`src/rtl/wave_addr_gen_if.sv`:
```
// Control/status bundle for the wavetable address generator.
// master drives the advance controls; slave (the generator) returns address state.
interface wave_addr_gen_if #(
  parameter int ADDR_W = 12,
  parameter int STEP_W = 8
);
  logic              en;
  logic [STEP_W-1:0] step;
  logic [1:0]        mode;
  logic              load;
  logic [ADDR_W-1:0] load_val;
  logic [ADDR_W-1:0] address;
  logic              wrap;
  logic              dir;

  modport master (output en, step, mode, load, load_val,
                  input  address, wrap, dir);
  modport slave  (input  en, step, mode, load, load_val,
                  output address, wrap, dir);
endinterface

```
`src/rtl/wave_addr_gen.sv`:
```
// Wavetable address generator: modular up/down counting or ping-pong reflection
// over a table of DEPTH entries, with clamped step and clamped load.
module wave_addr_gen #(
  parameter int ADDR_W = 12,
  parameter int DEPTH  = 32,
  parameter int STEP_W = 8
) (
  input  logic           clk,
  input  logic           rst,
  wave_addr_gen_if.slave bus
);
  // One bit of headroom over the wider operand keeps a+s and 2*(DEPTH-1) exact.
  localparam int IW = ((ADDR_W > STEP_W) ? ADDR_W : STEP_W) + 1;
  localparam logic [IW-1:0] LAST  = IW'(DEPTH - 1);
  localparam logic [IW-1:0] DEP   = IW'(DEPTH);
  localparam logic [IW-1:0] TWICE = IW'(2 * (DEPTH - 1));

  typedef enum logic [1:0] {M_UP = 2'b00, M_DOWN = 2'b01, M_PING = 2'b10, M_HOLD = 2'b11} mode_e;

  logic [IW-1:0]     a, stp, s, sum, lv, nxt_a;
  logic [ADDR_W-1:0] nxt_addr;
  logic              nxt_dir, nxt_wrap;

  assign a   = IW'(bus.address);
  assign stp = IW'(bus.step);
  assign s   = (stp > LAST) ? LAST : stp;
  assign sum = a + s;
  assign lv  = IW'(bus.load_val);

  always_comb begin
    nxt_a    = a;
    nxt_dir  = bus.dir;
    nxt_wrap = 1'b0;
    if (bus.load) begin
      nxt_a   = (lv > LAST) ? LAST : lv;
      nxt_dir = 1'b1;
    end else if (bus.en) begin
      unique case (mode_e'(bus.mode))
        M_UP: begin
          nxt_dir = 1'b1;
          if (sum > LAST) begin
            nxt_a    = sum - DEP;
            nxt_wrap = 1'b1;
          end else nxt_a = sum;
        end
        M_DOWN: begin
          nxt_dir = 1'b0;
          if (a >= s) nxt_a = a - s;
          else begin
            nxt_a    = a + DEP - s;
            nxt_wrap = 1'b1;
          end
        end
        // Landing exactly on an end keeps direction; only passing it reflects.
        M_PING: begin
          if (bus.dir) begin
            if (sum > LAST) begin
              nxt_a    = TWICE - sum;
              nxt_dir  = 1'b0;
              nxt_wrap = 1'b1;
            end else nxt_a = sum;
          end else begin
            if (a >= s) nxt_a = a - s;
            else begin
              nxt_a    = s - a;
              nxt_dir  = 1'b1;
              nxt_wrap = 1'b1;
            end
          end
        end
        M_HOLD: ;
        default: ;
      endcase
    end
  end

  assign nxt_addr = ADDR_W'(nxt_a);

  always_ff @(posedge clk or posedge rst) begin
    if (rst) begin
      bus.address <= '0;
      bus.dir     <= 1'b1;
      bus.wrap    <= 1'b0;
    end else begin
      bus.address <= nxt_addr;
      bus.dir     <= nxt_dir;
      bus.wrap    <= nxt_wrap;
    end
  end
endmodule

```
`src/flat_wrapper.sv`:
```
// flat-port wrapper written by rule: the top's interface ports become plain ports
module wave_addr_gen_flat 
#(
  parameter int ADDR_W = 12,
  parameter int DEPTH  = 32,
  parameter int STEP_W = 8
)
  (clk, rst, bus_en, bus_step, bus_mode, bus_load, bus_load_val, bus_address, bus_wrap, bus_dir);
  wave_addr_gen_if #(.ADDR_W(ADDR_W), .STEP_W(STEP_W)) bus_i ();
  input  logic clk;
  input  logic rst;
  input wire logic [$bits(bus_i.en)-1:0] bus_en;
  input wire logic [$bits(bus_i.step)-1:0] bus_step;
  input wire logic [$bits(bus_i.mode)-1:0] bus_mode;
  input wire logic [$bits(bus_i.load)-1:0] bus_load;
  input wire logic [$bits(bus_i.load_val)-1:0] bus_load_val;
  output wire logic [$bits(bus_i.address)-1:0] bus_address;
  output wire logic [$bits(bus_i.wrap)-1:0] bus_wrap;
  output wire logic [$bits(bus_i.dir)-1:0] bus_dir;
  assign bus_i.en = bus_en;
  assign bus_i.step = bus_step;
  assign bus_i.mode = bus_mode;
  assign bus_i.load = bus_load;
  assign bus_i.load_val = bus_load_val;
  assign bus_address = bus_i.address;
  assign bus_wrap = bus_i.wrap;
  assign bus_dir = bus_i.dir;
  wave_addr_gen #(.ADDR_W(ADDR_W), .DEPTH(DEPTH), .STEP_W(STEP_W)) u_core (.clk(clk), .rst(rst), .bus(bus_i));
endmodule
```
`config.mk`:
```
export PLATFORM = sky130hd
export DESIGN_NAME = wave_addr_gen_flat
export DESIGN_NICKNAME = d
export VERILOG_FILES = /design/src/rtl/wave_addr_gen_if.sv /design/src/rtl/wave_addr_gen.sv /design/src/flat_wrapper.sv
export SDC_FILE = /design/constraint.sdc
export NUM_CORES = 1
export LEC_CHECK = 0
export BUFFER_PORTS_ARGS = -buffer_cell sky130_fd_sc_hd__buf_2
export CORE_MARGIN = 3
export CORE_UTILIZATION = 50
export CTS_CLUSTER_SIZE = 24
export DETAILED_ROUTE_END_ITERATION = 8
export PLACE_DENSITY = 0.69
export REMOVE_ABC_BUFFERS = 1
export SLEW_MARGIN = 20
export SYNTH_ARGS = -nofsm -noshare
export SYNTH_HDL_FRONTEND = slang
export SYNTH_SLANG_ARGS = --single-unit
```
`constraint.sdc`:
```
create_clock -name clk -period 7.4 [get_ports clk]
set_input_delay 0.37 -clock clk [delete_from_list [all_inputs] [get_ports clk]]
set_output_delay 0.37 -clock clk [all_outputs]
set_load 0.02 [all_outputs]
```
# Word-level counts from Yosys, hierarchy flattened
# Index checks and enable logic that the tools add are counted.
[op_classes]
n_addsub = 7
mul = 0
div_mod_pow = 0
order_cmp = 4
n_eq_ne = 2
n_shift = 0
muxes = 21
bitwise_logic = 0
reduce_logical = 4
[op_table]
columns = ["op", "n"]
rows = [
  ["12-bit two-way mux", 8],
  ["12-bit case mux with 3 select lines", 1],
  ["12-bit subtractor", 3],
  ["12-bit by 8-bit adder with 13-bit output", 1],
  ["12-bit by 13-bit >= comparator with 1-bit output", 1],
  ["13-bit by 5-bit greater-than comparator with 1-bit output (second input constant)", 1],
  ["12-bit by 6-bit adder with 12-bit output (second input constant)", 1],
  ["12-bit by 5-bit greater-than comparator with 1-bit output (second input constant)", 1],
  ["12-bit by 6-bit subtractor with 12-bit output (second input constant)", 1],
  ["6-bit by 12-bit subtractor with 12-bit output (first input constant)", 1],
  ["1-bit two-way mux", 9],
  ["8-bit by 5-bit greater-than comparator with 1-bit output (second input constant)", 1],
  ["8-bit two-way mux", 1],
  ["1-bit case mux with 3 select lines", 2],
  ["4-bit nonzero test", 1],
  ["2-bit by 1-bit == test with 1-bit output (second input constant)", 1],
  ["2-bit == test (second input constant)", 1],
  ["2-bit logical NOT", 1],
  ["2-bit AND reduction", 1],
  ["2-bit nonzero test", 1],
]
[totals]
ff_bits = 14
latchBits = 0
mem_bits_rw = 0
mem_bits_ro = 0
word_cells = 41
memories = 0

# Longest topological paths before layout
[depth]
word_depth = 9
depth_mapped = 18
mapped_depth_nobuf = 16

# Worst setup path after synthesis
# No wires, ideal clock.
[synth_timing]
kind = "input -> register"
startpoint = "input port bus_step[5]"
endpoint = "register u_core.bus.address[9]"
setup_ns = 0.161
arrival_ns = 3.816
required_ns = 7.239
path_slack_ns = 3.423
cell_stages = 17
cell_sequence = "nor3_1 > nand2b_1 > ha_1 > inv_1 > fa_1 > o21bai_2 > a221oi_2 > and2b_1 > xnor2_2 > ha_1 > inv_1 > a31o_2 > a2111oi_4 > buf_4 > o211ai_1 > a311oi_1 > a2111oi_2"
[synth_between]
elab_chain_len = 9
elab_cells_between_ends = 18
classes_between = "add/sub: 6; order compare: 3; mux: 9"
[synth_rtl]
columns = ["item", "line_no", "rtl"]
rows = [
  ["start: declaration", "flat_wrapper.sv:13", "input wire logic [$bits(bus_i.step)-1:0] bus_step;"],
  ["8-bit by 5-bit greater-than comparator with 1-bit output", "wave_addr_gen.sv:26", "assign s = (stp > LAST) ? LAST : stp;"],
  ["8-bit two-way mux *", "wave_addr_gen.sv:26", ""],
  ["12-bit by 8-bit adder with 13-bit output", "wave_addr_gen.sv:27", "assign sum = a + s;"],
  ["6-bit by 12-bit subtractor with 12-bit output / 13-bit by 5-bit greater-than comparator with 1-bit output (equally long branches)", "wave_addr_gen.sv:58, wave_addr_gen.sv:41, wave_addr_gen.sv:57", ""],
  ["12-bit two-way mux", "wave_addr_gen.sv:57", "if (sum > LAST) begin"],
  ["12-bit two-way mux", "wave_addr_gen.sv:56", "if (bus.dir) begin"],
  ["12-bit case mux with 3 select lines *", "wave_addr_gen.sv:38", "unique case (mode_e'(bus.mode))"],
  ["12-bit two-way mux *", "wave_addr_gen.sv:37", "end else if (bus.en) begin"],
  ["12-bit two-way mux *", "wave_addr_gen.sv:34", "if (bus.load) begin"],
  ["end signal: assignment", "wave_addr_gen.sv:85", "bus.address <= nxt_addr;"],
  ["end: declaration", "wave_addr_gen_if.sv:19", "output address, wrap, dir);"],
]
# Mark *: on every way between the ends. The rest lies on a longest branch, timed or not. The select of a mux whose other input is x is not followed.
# A chain may end at the register's enable or synchronous reset.

# Worst setup path after layout
# Ends and elaborated chain as after synthesis.

==> run metrics <==
outcome completed; final setup fails 0; Setup WS pre-CTS 2.279 ns; DRC Markers 0; total power 973.8 uW; RR Startpoint u_core.bus.address[4]; crit path launch type input port; Slew HR 0.3045; mean area per synthesized cell 7.889 sq um; CP Cell Sequence buf_2, nor3_1, nand2b_1, ha_1, nor2_1, a221oi_2, and2b_1, xnor2_2, ha_1, inv_1, a31o_2, a2111oi_4, o211ai_1, a311oi_1, a2111oi_2; Synth Instances 525; unrepaired setup endpoints after global routing no; Routed Antenna Nets 0; Post-CTS Setup Inserts 0; post-synthesis mux area share 0.01450; GR Overflow Total 0; Async S/R FF share, synth 1.000; post-synthesis cell area 4141 sq um; Nets 643; CTS Buf Count 3; Multi-input gate area 3473 sq um; die height 97.01 um; placed insts 654; first-pass detailed-route iteration total 4; Max Root-Sink Buffers 2; GPL Wtd Cong 0.9179; Clk Latency, worst-skew pair 0.26 ns; Fin Setup TNS 0 ns; Worst-Margin Slew 1.043 ns; CP arrival 5.07 ns; vias per inst 6.204; CTS resizes 0; PortBufs 39; CP Launch Point bus_step[5]; filler cell count in the final layout 748; Critical Setup Path Class input port to flop; worst-path maximum fanout 20; # rows 32; setup slack after layout 2.464 ns; CP peak stage delay 0.97 ns; PwrDens 220.1 nW/um^2; commonest non-fill, non-tap cell in the layout inv_1; FF-to-FF setup slack 2.75 ns; non-filler cells, final 658; crit end category flop; DP HPWL 9617 um; WP data required 7.53 ns; final hold violation count 0; simple logic cell fraction of the synthesized area 0.2097; complex-gate fraction of the synthesized area 0.3054; clk slew on worst S/H paths 0.07 ns; Most common cell on crit path ha_1; CTS H-tree lvls 1; FF-to-FF End u_core.bus.address[9]; critical path's slowest cell a2111oi_4; post-layout util 0.5609; Die Wd 97.01 um; Distinct cells, synth 89; Vias 4,082; largest net degree at the start of global routing 22; initial antenna violation count 0; Core Area 7888 sq um; Final period util 0.6670; placement-stage cell area 4369 sq um; n_diodes 0; sequential cell area 351.6 sq um; all-layer global routing usage 0.2598; clk_skew 0.0009582 ns; vias in the first global route 3,985; cell area after layout 4424 sq um; Synth-to-Final Area Change 6.828%; first-pass GRT wire length 20,150 um; most frequent cells in the layout inv_1 (52), ha_1 (50), buf_2 (39), a21oi_1 (32), xnor2_1 (31); CTS hold repair buffers 0; post-synthesis xor/xnor area fraction 0.09879; max-slew violation count 0; detailed-route wire length 12,330 um; Initial Utilization 0.5251; Synth Area in Adders 0.1994; share of post-route cells with drive strength above 1 0.1547; die area 9411 sq um; Synth Flop Type dfrtp_1; clk sink count 14; CTS Root Cell clkbuf_8; Worst R2R Path Depth 13; CTS tree yes; Detailed Route Iter0 Violations 337; Ys Warns 0; post-layout min period 4.936 ns; HP Class input port to async pin; combinational family with the most area after synthesis compound AO/OA/AOI/OAI gates; DR WL/cell 18.74 um; Post-synth EDFFs 0; FF+latch count, synth 14; sequential share of the synthesized area 0.08489; Worst Hold Slack 0.1779 ns; top achievable clock speed 202.6 MHz; MaxCap Viol Count 0; Worst VDD drop 0.0001340 V; P_leak 1.893 nW; num ports 40
## metal layers
| metal | global-route usage | routed length (um) |
|---|---|---|
| met1 | 0.3568 | 5480 |
| met2 | 0.4321 | 5807 |
| met3 | 0.01586 | 767 |
| met4 | 0.08855 | 272 |
| met5 | 0 | 0 |
## synthesized netlist by cell type (6+ instances only)
cell type	count	area, sq um
or3_1	11	68.82
nand3_1	12	60.06
xor2_1	7	61.31
mux2i_1	6	60.06
a31oi_1	9	56.30
nor2b_1	10	62.56
nand2b_1	15	93.84
o21ai_0	26	130.1
a21oi_1	32	160.2
inv_1	52	195.2
dfrtp_1	13	325.3
nand3b_1	6	45.04
nor2_1	29	108.9
ha_1	50	625.6
nor3_1	15	75.07
fa_1	10	200.2
clkbuf_1	10	37.54
o31ai_1	6	45.04
o211ai_1	11	82.58
xnor2_1	31	271.5
nand2_1	29	108.9
## final cells by class
cell class | instances | area share
inverters | 57 | 0.04836
well taps | 102 | 0.02885
repair buffers | 40 | 0.04581
multi-input cells | 441 | 0.7851
clock buffers | 4 | 0.01244
flip-flops and latches | 14 | 0.07947
## registers in the layout, indices dropped and copies added, names as in the netlist
signal / count
u_core.bus.dir: 1
u_core.bus.wrap: 1
u_core.bus.address: 12
## worst max-delay path, delay by kind of cell
family	cells	cell delay [ns]
xor+xnor	1	0.21
buf+inv	2	0.15
compound gates	6	2.38
fa+ha+maj	2	0.95
simple gates	4	1.00
## cells by family (layout without fill, tap and decap cells)
logic type      Yosys count  after routing
xor+xnor                 42             42
buf+inv                  80            101
mux                       6              6
other cells               2             12
flops                    14             14
compound gates          162            162
simple gates            159            159
fa+ha+maj                60             60
## report_power, final
group	switching [mW]	total, mW	internal [mW]
logic	0.474	0.776	0.302
registers	0.0286	0.116	0.0870
clock network	0.0346	0.0820	0.0475
## worst max-delay path by stage
stage	end	slack [ns]	depth (start not counted)
global route	u_core.bus.address[9]	2.01	15
finish	u_core.bus.address[9]	2.46	15
global placement	u_core.bus.address[9]	2.49	15
CTS	u_core.bus.address[9]	2.53	15
floorplan	u_core.bus.address[9]	3.03	14
detailed placement	u_core.bus.address[9]	2.28	15
(Power assumes the default switching activity.)
